<file path="src/rtl/dff_pkg.sv">
// Shared types and helpers for the emulated TTL flip-flop bank.
// Latency: n/a (types, constants and a pure decode function).
// Backpressure: n/a.
package dff_pkg;

    // Delay counts are whole system-clock cycles and fit in four bits.
    typedef logic [3:0] dly_t;

    localparam dly_t MAX_DLY   = 4'd15;
    localparam int   MAX_WIDTH = 32;

    // Capture source selection for the EDGE_MODE parameter.
    localparam int EDGE   = 1;
    localparam int STROBE = 0;

    // Decoded asynchronous-style override for one channel.
    typedef struct packed {
        logic frc;  // override active, Q/Qn come from q/qn below
        logic q;
        logic qn;
    } ovr_t;

    // Maps the active-low (Sn, Cn) pair onto forced outputs. Both low
    // drives Q and Qn high together, matching the 74ALS74 illegal state.
    // Preset alone pulls Q high and clear alone pulls Qn high, so the
    // forced levels are simply the inverted pins.
    function automatic ovr_t ovr_decode(input logic sn, input logic cn);
        ovr_t o;
        o.frc = ~(sn & cn);
        o.q   = ~sn;
        o.qn  = ~cn;
        return o;
    endfunction

endpackage

</file>
<file path="src/rtl/dly_line.sv">
// Fixed-depth {valid, data} shift register; DEPTH=0 is a wire-through.
// Latency: DEPTH clk cycles from the sampling edge to the tail.
// Backpressure: none, advances every cycle; flush kills all valid bits.
module dly_line
    import dff_pkg::*;
#(
    parameter int            DEPTH   = 2,
    parameter int            W       = 1,
    parameter logic [W-1:0]  RST_DAT = '0
) (
    input  logic         clk,
    input  logic         rn,
    input  logic         flush,
    input  logic         vld,
    input  logic [W-1:0] dat,
    output logic         tail_vld,
    output logic [W-1:0] tail_dat,
    output logic         busy
);

    generate
        if (DEPTH < 0 || DEPTH > int'(MAX_DLY)) begin : g_bad_depth
            $error("dly_line: DEPTH %0d outside 0..%0d", DEPTH, MAX_DLY);
        end

        if (DEPTH == 0) begin : g_pass
            // No storage: clock and reset have nothing to act on.
            logic unused_clk_rn;
            assign unused_clk_rn = clk ^ rn;

            // A flush in the same cycle still cancels the passing entry.
            assign tail_vld = vld & ~flush;
            assign tail_dat = dat;
            assign busy     = 1'b0;
        end else begin : g_pipe
            logic [DEPTH-1:0] vld_r;
            logic [W-1:0]     dat_r [DEPTH];

            // Shift one stage per clk; reset and flush clear the valid bits.
            always_ff @(posedge clk) begin
                if (!rn) begin
                    vld_r <= '0;
                    for (int i = 0; i < DEPTH; i++) begin
                        dat_r[i] <= RST_DAT;
                    end
                end else begin
                    vld_r[0] <= vld & ~flush;
                    dat_r[0] <= dat;
                    for (int i = 1; i < DEPTH; i++) begin
                        vld_r[i] <= vld_r[i-1] & ~flush;
                        dat_r[i] <= dat_r[i-1];
                    end
                end
            end

            // The entry at the tail is still pending until it lands, so a
            // flush on its landing edge cancels it as well.
            assign tail_vld = vld_r[DEPTH-1] & ~flush;
            assign tail_dat = dat_r[DEPTH-1];
            assign busy     = |vld_r;
        end
    endgenerate

endmodule

</file>
<file path="src/rtl/dff_bank.sv">
// Bank of WIDTH emulated D flip-flops with per-channel preset/clear.
// Latency: D to Q DLY_D clk cycles after capture; Sn/Cn to Q DLY_PS cycles.
// Backpressure: none; a capture can be taken every clk cycle.
module dff_bank
    import dff_pkg::*;
#(
    parameter int               WIDTH     = 8,
    parameter int               DLY_D     = 2,
    parameter int               DLY_PS    = 0,
    parameter int               EDGE_MODE = 1,
    parameter logic [WIDTH-1:0] INIT      = '0
) (
    input  logic             clk,
    input  logic             Rn,
    input  logic             ck,
    input  logic             ce,
    input  logic [WIDTH-1:0] D,
    input  logic [WIDTH-1:0] Sn,
    input  logic [WIDTH-1:0] Cn,
    output logic [WIDTH-1:0] Q,
    output logic [WIDTH-1:0] Qn,
    output logic             busy
);

    generate
        if (WIDTH < 1 || WIDTH > MAX_WIDTH) begin : g_bad_width
            $error("dff_bank: WIDTH %0d outside 1..%0d", WIDTH, MAX_WIDTH);
        end
        if (DLY_D < 0 || DLY_D > int'(MAX_DLY)) begin : g_bad_dly_d
            $error("dff_bank: DLY_D %0d outside 0..%0d", DLY_D, MAX_DLY);
        end
        if (DLY_PS < 0 || DLY_PS > DLY_D) begin : g_bad_dly_ps
            $error("dff_bank: DLY_PS %0d must be within 0..DLY_D (%0d)", DLY_PS, DLY_D);
        end
        if (EDGE_MODE != EDGE && EDGE_MODE != STROBE) begin : g_bad_mode
            $error("dff_bank: EDGE_MODE %0d is neither EDGE nor STROBE", EDGE_MODE);
        end
    endgenerate

    logic             ck_q;
    logic             cap;
    logic [WIDTH-1:0] keep;
    logic [WIDTH-1:0] flush;
    logic [WIDTH-1:0] cap_vld;
    logic [WIDTH-1:0] land_vld;
    logic [WIDTH-1:0] land_dat;
    logic [WIDTH-1:0] line_busy;
    logic [WIDTH-1:0] q_nxt;
    logic [WIDTH-1:0] qn_nxt;
    logic [WIDTH-1:0] unused_ovr_vld;
    logic [WIDTH-1:0] unused_ovr_busy;
    logic [1:0]       ovr_dat [WIDTH];

    // Registered copy of the chip clock. Reset loads the live level too,
    // so a ck already high when reset is released is not seen as an edge.
    always_ff @(posedge clk) begin
        ck_q <= ck;
    end

    assign cap = (EDGE_MODE == EDGE) ? (ck & ~ck_q) : ce;

    // A channel with either override pin low ignores the capture and
    // cancels everything it still has in flight.
    assign keep    = Sn & Cn;
    assign flush   = ~keep;
    assign cap_vld = {WIDTH{cap}} & keep;

    generate
        for (genvar i = 0; i < WIDTH; i++) begin : g_ch
            ovr_t ovr;

            dly_line #(
                .DEPTH   (DLY_D),
                .W       (1),
                .RST_DAT (1'b0)
            ) u_data (
                .clk      (clk),
                .rn       (Rn),
                .flush    (flush[i]),
                .vld      (cap_vld[i]),
                .dat      (D[i]),
                .tail_vld (land_vld[i]),
                .tail_dat (land_dat[i]),
                .busy     (line_busy[i])
            );

            // Override pins are resampled every cycle; reset fills the
            // line with the released (1,1) pair.
            dly_line #(
                .DEPTH   (DLY_PS),
                .W       (2),
                .RST_DAT (2'b11)
            ) u_ovr (
                .clk      (clk),
                .rn       (Rn),
                .flush    (1'b0),
                .vld      (1'b1),
                .dat      ({Sn[i], Cn[i]}),
                .tail_vld (unused_ovr_vld[i]),
                .tail_dat (ovr_dat[i]),
                .busy     (unused_ovr_busy[i])
            );

            assign ovr = ovr_decode(ovr_dat[i][1], ovr_dat[i][0]);

            // Override beats landing data; with neither, Q holds and Qn
            // recovers to ~Q (this is how a both-low release settles).
            assign q_nxt[i]  = ovr.frc ? ovr.q  : (land_vld[i] ? land_dat[i] : Q[i]);
            assign qn_nxt[i] = ovr.frc ? ovr.qn : ~q_nxt[i];
        end
    endgenerate

    // Output register for all channels.
    always_ff @(posedge clk) begin
        if (!Rn) begin
            Q  <= INIT;
            Qn <= ~INIT;
        end else begin
            Q  <= q_nxt;
            Qn <= qn_nxt;
        end
    end

    assign busy = |line_busy;

endmodule

</file>
<file path="config.mk">
export PLATFORM = sky130hd
export DESIGN_NAME = dff_bank
export DESIGN_NICKNAME = d
export VERILOG_FILES = /design/src/rtl/dff_pkg.sv /design/src/rtl/dly_line.sv /design/src/rtl/dff_bank.sv
export SDC_FILE = /design/constraint.sdc
export NUM_CORES = 1
export LEC_CHECK = 0
export ABC_AREA = 1
export CORE_MARGIN = 2
export CORE_UTILIZATION = 47
export DETAILED_ROUTE_END_ITERATION = 12
export GPL_ROUTABILITY_DRIVEN = 0
export MAX_ROUTING_LAYER = met4
export PLACE_DENSITY = 0.89
export SYNTH_ARGS = -nofsm -noshare
export SYNTH_HDL_FRONTEND = slang
export SYNTH_SLANG_ARGS = --single-unit
</file>
<file path="constraint.sdc">
create_clock -name clk -period 0.9 [get_ports clk]
set_input_delay 0.18 -clock clk [delete_from_list [all_inputs] [get_ports clk]]
set_output_delay 0.18 -clock clk [all_outputs]
set_load 0.01 [all_outputs]
</file>
== Word-level counts from Yosys, hierarchy flattened ==
Memories as Yosys holds them, arrays and structs flattened.
Cells that the tools add are included.

* Register bits: 33
* Bits in writable memories: 16
* Logic and storage cells: 147
* Output and inout bits: 17
* Input bits: 28
* Memories kept: 8

{| class="wikitable"
|+ Memories
! memory !! depth !! bits a word !! read ports !! clocked after memory_dff !! write ports !! RTL line !! RTL
|-
| g_ch[0].u_data.g_pipe.dat_r || 2 || 1 || 2 || 0 || 2 || dly_line.sv:37 || <nowiki>logic [W-1:0] dat_r [DEPTH];</nowiki>
|-
| g_ch[1].u_data.g_pipe.dat_r || 2 || 1 || 2 || 0 || 2 || dly_line.sv:37 ||
|-
| g_ch[2].u_data.g_pipe.dat_r || 2 || 1 || 2 || 0 || 2 || dly_line.sv:37 ||
|-
| g_ch[3].u_data.g_pipe.dat_r || 2 || 1 || 2 || 0 || 2 || dly_line.sv:37 ||
|-
| g_ch[4].u_data.g_pipe.dat_r || 2 || 1 || 2 || 0 || 2 || dly_line.sv:37 ||
|-
| g_ch[5].u_data.g_pipe.dat_r || 2 || 1 || 2 || 0 || 2 || dly_line.sv:37 ||
|-
| 2 more memories || -- || -- || -- || -- || -- || -- ||
|}

* Multiplexer cells: 42
* Reduce and logical (&&, ||, !) cells: 1
* Bitwise gates (word level): 85

{| class="wikitable"
|+ Operators by type and width
! kind !! count
|-
| $mux 1 || 42
|-
| $and 1x1->1 || 33
|-
| $not 1->1 || 33
|-
| $and 8x8->8 || 2
|-
| $or 1x1->1 || 16
|-
| $reduce_or 16->1 || 1
|-
| $not 8->8 || 1
|}

== Logic depth before layout (Yosys ltp) ==
Gate-level depths: netlist (run 1).

* Word-level depth: 8
* Gate-level depth with buffers: 6
* Depth with buffers taken out: 6

== Cells and area by module ==
A second synthesis (run 1) with hierarchy kept.

* Cell total of the unflattened synthesis: 296
* Area total of the unflattened synthesis: 2,082.0 um^2

{| class="wikitable"
|+ Modules (own cells, without submodules)
! module !! seq. area each (um^2) !! area an instance (um^2) !! instances !! cells each
|-
| dly_line at g_ch[0].u_data ... || 80.1 || 128.9 || 8 || 17
|-
| dff_bank || 340.3 || 760.7 || 1 || 112
|-
| dly_line at g_ch[0].u_ovr ... || 0.0 || 36.3 || 8 || 6
|}

== Least setup slack after synthesis (run 1) ==
Ideal clock, no wire load.

* Path type: reg-to-output
* Start: register g_ch[7].u_data.g_pipe.vld_r[1]
* End: output busy
* Setup slack: 88 ps
* Buffers on the path: 0
* Cell stages (with the launch flop): 5
* Required time: 720 ps
* Arrival: 632 ps
* Path through: dfxtp_1 nor2_1 nand3_1 nor2_1 nand2_1

* Longest elaborated chain between the ends: 1

{| class="wikitable"
|+ RTL lines
! element !! RTL line !! RTL
|-
| start, declared || dly_line.sv:36 || <nowiki>logic [DEPTH-1:0] vld_r;</nowiki>
|-
| start signal, assigned by index || dly_line.sv:50 || <nowiki>vld_r[i] <= vld_r[i-1] & ~flush;</nowiki>
|-
| $reduce_or 16->1 || dff_bank.sv:124 || <nowiki>assign busy = |line_busy;</nowiki>
|-
| end, declared || dff_bank.sv:22 || <nowiki>output logic busy</nowiki>
|}

No other way between the ends.

== Final worst setup path (run 1) ==
* Start: register g_ch[4].u_data.g_pipe.vld_r[1]
* End: output busy

* Longest elaborated chain between the ends: 1

{| class="wikitable"
|+ RTL lines
! element !! RTL line
|-
| start, declared || dly_line.sv:36
|-
| start signal, assigned by index || dly_line.sv:50
|-
| $reduce_or 16->1 || dff_bank.sv:124
|}

No other way between the ends.

==> impl_results.md, run 1 <==
- Outcome: finished, violations left
- Failing checks: setup timing
- Starting Density: 48.5%
- Worst min-delay path startpoint: Sn[5]
- Share of cells above drive strength 1: 36.1%
- DP HPWL: 2630 um
- WS Path Type: register to primary output
- Number of global-route vias before repair: 1565
- Overall Global Routing Usage: 19.9%
- Cell Int Power: 3.18 mW
- Ys Warns: 0
- Crit-path max FO: 2
- Synth unique cells: 13
- Leak: 1.36 nW
- Syn nets: 249
- Hold Crit Class: input pin to register
- # DRC: 0
- Post-synthesis sequential area ratio: 55.2%
- Antenna diodes: 0
- Clock Skews: 0.00390 ns
- Number of antenna violations at the first check in global routing: 0
- Fin util: 73.6%
- R2r startpoint: g_ch[4].u_data.g_pipe.vld_r[1]
- Post-synth ARST share: 0%
- Dpl cells: 338
- Die area: 4290 sq um
- Setup crit end kind: primary output
- WP buf/inv: 2
- Arrival time worst endpoint: 1.11 ns
- Unrepaired setup endpoints after global routing: true
- Largest cells by area after synthesis: dfxtp_1, inv_1, nand2_1, nand3_1, nor3_2
- Seq cells post-synth: 49
- Fin nets: 327
- Post-synth top area cell: dfxtp_1
- Core Area: 3660 sq um
- Total wire length: 4110 um
- Pwr dens: 1540 nW/um^2
- Worst skew pair latency: 0.29 ns
- Flop pwr share: 55.3%
- Max cap viols: 0
- Most frequent cells after synthesis: dfxtp_1, inv_1, nand2_1, nand3_1, nor2_1
- # rows: 22
- Area Overhead vs Synth: 51.7%
- CP delay by family, top: flip-flops
- Crit path launch type: register
- TritonCTS buffer count: 5
- Mapped Avg Cell Area: 8.04 sq um
- Via density: 4.75
- Crit path from: g_ch[4].u_data.g_pipe.vld_r[1]
- Buffers on Ports: 43
- Hold_ws: 0.238 ns
- Clock sinks: 49
- Peak supply drop: 0.00117 V
- # H-tree levels: 2
- Finish-stage setup viols: 15
- CP max stage delay: 0.34 ns
- Drt first pass iters: 4
- Final ANT Viol Nets: 0
- Primary FF master, synth: dfxtp_1
- Combinational Power Share: 14.1%
- Clock tree buffer depth: 2
- Final WS setup: -0.390 ns
- First-pass GRT wire length: 6270 um
- Clock share of power: 30.6%
- Crit path time final: 1.29 ns
- Number of synthesized flops with an enable pin: 0
- Die Wd: 65.5 um
- Synthesized area: 1780 sq um
- Die Y: 65.5 um
- CTS clk-pin slew, worst paths: 0.08 ns
- Routed vias: 1649
- Finished Layout Cells: 347
- Slew @ Worst Pin: 0.264 ns
- Critical Path RT: 0.72 ns
- Switching power: 0.975 mW
- Final Hold Vio Count: 0
- CP cell instances: inv_2, nand4_1, nor2_1, nand2_1, buf_2
- CP max stage cell: dfxtp_2
- Initial drt markers: 51
- Mapped Cells: 221
- Clk root buf: clkbuf_8
- Worst slew margin: 82.3%
- Slew Limit Fails: 0
- Overflow after GRT: 0
- Most frequent cell after synthesis: dfxtp_1
- Pin count of the biggest net entering global routing: 22
- Post-synth top area share: 55.2%
- CTS tree: done
- Boundary Pins: 45
- Crit share post-route: 143%
- Drt wl/cell: 11.9 um
- Fmax: 775 MHz
- Switch share: 23.5%
- Fillers: 262
area by class of cell:
| class | count | area [sq um] | area share (%) |
|---|---|---|---|
| well taps | 48 | 60.1 | 2.23 |
| flip-flops and latches | 49 | 1000 | 37.3 |
| repair buffers | 76 | 711 | 26.4 |
| clock buffers | 7 | 86.3 | 3.20 |
| multi-input cells | 120 | 654 | 24.3 |
| inverters | 47 | 179 | 6.64 |
final timing paths:
kind	cells past startpoint	endpoint	slack, ns
worst max-delay path	5	busy	-0.39
worst min-delay path	3	Qn[5]	0.24
worst max register to register	7	register	-0.01
worst min register to register	2	g_ch[2].u_data.g_pipe.dat_r[0][1]	0.42
timing repair:
action | 4_1_cts | 5_1_grt
pin swaps | 6 | 15
setup endpoints to repair | 33 | 38
gates resized for setup | 104 | 42
setup buffers | 2 | 3
hold buffers | 0 | 0
tightest hold or removal path: cells and delay by family:
kind                   cells  cell delay [ns]
buffers and inverters      1             0.17
and+or+nand+nor            2             0.14
per-stage QoR:
step,cell area [sq um],power [mW],setup slack [ns],TNS (ns)
floorplan,1780,2.55,0.0883,0
global placement,2470,2.87,-0.404,-14.40
detailed placement,2470,2.88,-0.409,-15.63
CTS,2570,4.12,-0.379,-0.713
global route,2700,4.31,-0.410,-1.18
finish,2700,4.16,-0.390,-0.602
cells in the final DEF (no fill, tap or decap), types with 5 or more instances in the layout:
| master | n |
|---|---|
| dfxtp_1 | 30 |
| buf_4 | 25 |
| clkbuf_8 | 6 |
| nand2_1 | 45 |
| nand3_1 | 19 |
| dfxtp_2 | 19 |
| nor3_1 | 8 |
| clkdlybuf4s50_1 | 16 |
| buf_2 | 6 |
| buf_6 | 18 |
| nor3_2 | 8 |
| inv_2 | 10 |
| inv_1 | 36 |
| nor2_2 | 5 |
| nand3_2 | 5 |
| nand4_1 | 8 |
| dlymetal6s2s_1 | 6 |
| nor2_1 | 10 |
power by group through the flow:
stage | Clock [mW] | Sequential, mW | Combinational [mW]
after global routing | 1.36 | 2.31 | 0.641
final | 1.27 | 2.30 | 0.586
after floorplan | 0 | 2.35 | 0.197
after detailed placement | 0 | 2.34 | 0.549
after CTS | 1.28 | 2.29 | 0.547
after global placement | 0 | 2.33 | 0.535
per-layer routing:
metal | wire length [um] | track usage [%]
met1 | 1590 | 21.0
met2 | 2180 | 35.1
met5 | 0 | -
met3 | 215 | 5.48
met4 | 133 | 8.59
cell families after synthesis:
logic type,Yosys count,share of synthesized area (%)
compound gates,9,2.54
simple gates,111,29.9
buf+inv,52,12.4
flops,49,55.2
Note: power is estimated with default switching activity, not from simulation.
==> inputs of run 2 (changes only) <==
--- a/config.mk
+++ b/config.mk
@@ -9,9 +9,9 @@
 export CORE_MARGIN = 2
 export CORE_UTILIZATION = 47
 export DETAILED_ROUTE_END_ITERATION = 12
-export GPL_ROUTABILITY_DRIVEN = 0
 export MAX_ROUTING_LAYER = met4
 export PLACE_DENSITY = 0.89
+export SETUP_SLACK_MARGIN = 0.5
 export SYNTH_ARGS = -nofsm -noshare
 export SYNTH_HDL_FRONTEND = slang
 export SYNTH_SLANG_ARGS = --single-unit
==> impl_results.md, run 2 (synthesis results as in run 1) <==
- Outcome: finished, violations left
- Failing checks: setup timing
- Worst skew pair latency: 0.31 ns
- Fin nets: 337
- Clock Skews: 0.00743 ns
- Overflow after GRT: 0
- Leading cell type in the layout, fill and taps excluded: dfxtp_2
- GP Congestion: 0.761
- Unrepaired setup endpoints after global routing: true
- Total wire length: 6470 um
- Clk root buf: clkbuf_8
- Overall Global Routing Usage: 27.6%
- Pwr dens: 1400 nW/um^2
- Starting Density: 48.5%
- Worst min-delay path startpoint: D[4]
- Routed vias: 1925
- # H-tree levels: 2
- R2r startpoint: g_ch[5].u_data.g_pipe.vld_r[1]
- Via density: 5.39
- Number of global-route vias before repair: 1888
- Die Wd: 65.5 um
- Final WS setup: -0.502 ns
- Highest-count cells in the layout ignoring fill and taps: dfxtp_2, buf_6, inv_2
- Clock sinks: 49
- Crit path time final: 1.40 ns
- Core Area: 3660 sq um
- Die area: 4290 sq um
- Crit-path max FO: 2
- Boundary Pins: 45
- Critical Path RT: 0.72 ns
- Slew Limit Fails: 0
- Hold_ws: 0.196 ns
- Finish-stage setup viols: 22
- First-pass GRT wire length: 8670 um
- # rows: 22
- Hold_buf cts: 0
- Slew @ Worst Pin: 0.273 ns
- Antenna diodes: 0
- Arrival time worst endpoint: 1.22 ns
- Crit path launch type: register
- Setup crit end kind: primary output
- Pin count of the biggest net entering global routing: 22
- DP HPWL: 2870 um
- Number of antenna violations at the first check in global routing: 0
- Hold endpoint: g_ch[4].u_data.g_pipe.dat_r[0][0]
- Max cap viols: 0
- WS Path Type: register to primary output
- Clock tree buffer depth: 2
- Crit share post-route: 156%
- Hold Crit Class: input pin to register
- Flop2flop setup slack: -0.08 ns
- Leak: 1.54 nW
- WHS Path Cells: 3
- Final Hold Vio Count: 0
- # DRC: 0
- Worst slew margin: 81.6%
- Fillers: 164
- Reg2reg path depth: 7
- Share of cells above drive strength 1: 71.2%
- Peak supply drop: 0.00177 V
- CTS tree: done
- Buffers on Ports: 43
- Drt first pass iters: 4
- Fmax: 713 MHz
- TritonCTS buffer count: 5
- Final ANT Viol Nets: 0
- Setup slack at placement: -0.416 ns
- CTS clk-pin slew, worst paths: 0.09 ns
- Drt wl/cell: 18.1 um
- Setup TNS: -1.22 ns
- Initial drt markers: 72
- Fin util: 87.9%
- Area Overhead vs Synth: 81.2%
- Die Y: 65.5 um
[run 2: where the power goes]
group          leakage (nW)  switching, mW  internal [mW]
Combinational          1.08          0.423          0.411
Clock                0.0443          0.727          0.612
Sequential            0.412         0.0598           2.27
[run 2: layer usage]
metal	part of all wire, %	vias up	global-route usage, %
li1	-	866	-
met1	37	918	30.4
met2	52	101	48.0
met3	6.6	40	5.82
met4	5.0	0	12.2
met5	0	-	-
[run 2: area by class of cell]
cell class,instances,area (sq um),area share (%)
Inverter,47,186,5.79
Tap cell,48,60.1,1.87
Sequential cell,49,1030,32.1
Multi-Input combinational cell,120,948,29.5
Clock buffer,7,86.3,2.68
Timing Repair Buffer,86,906,28.1
[run 2: what timing repair did]
action                     in CTS  in global routing
setup endpoints to repair      66                 65
buffers inserted                3                  3
cloned                          2                  0
gates resized for setup       203                 65
pin swaps                      43                 30
[run 2: worst max-delay path, cell delays in order (launching register included)]
cell	delay, ns
dfxtp_2	0.35
nor2_2	0.11
nand3_2	0.11
nor2_1	0.12
nand2_1	0.08
buf_2	0.14
[run 2: worst max-delay path by stage]
stage,endpoint,depth (start not counted),from,slack [ns]
2_1_floorplan,busy,4,g_ch[4].u_data.g_pipe.vld_r[1],0.11
3_3_place_gp,busy,5,g_ch[7].u_data.g_pipe.vld_r[1],-0.41
3_5_place_dp,register,6,Rn,-0.42
4_1_cts,busy,5,g_ch[3].u_data.g_pipe.vld_r[0],-0.38
5_1_grt,busy,5,g_ch[0].u_data.g_pipe.vld_r[1],-0.52
6_report,busy,5,g_ch[0].u_data.g_pipe.vld_r[1],-0.50
[run 2: through the flow]
stage	cell area [sq um]	total power, mW	std cells
after global placement	2620	2.93	342
after floorplan	1930	2.61	221
after detailed placement	2620	2.95	342
after global routing	3220	4.61	357
after CTS	3010	4.28	354
final	3220	4.50	357
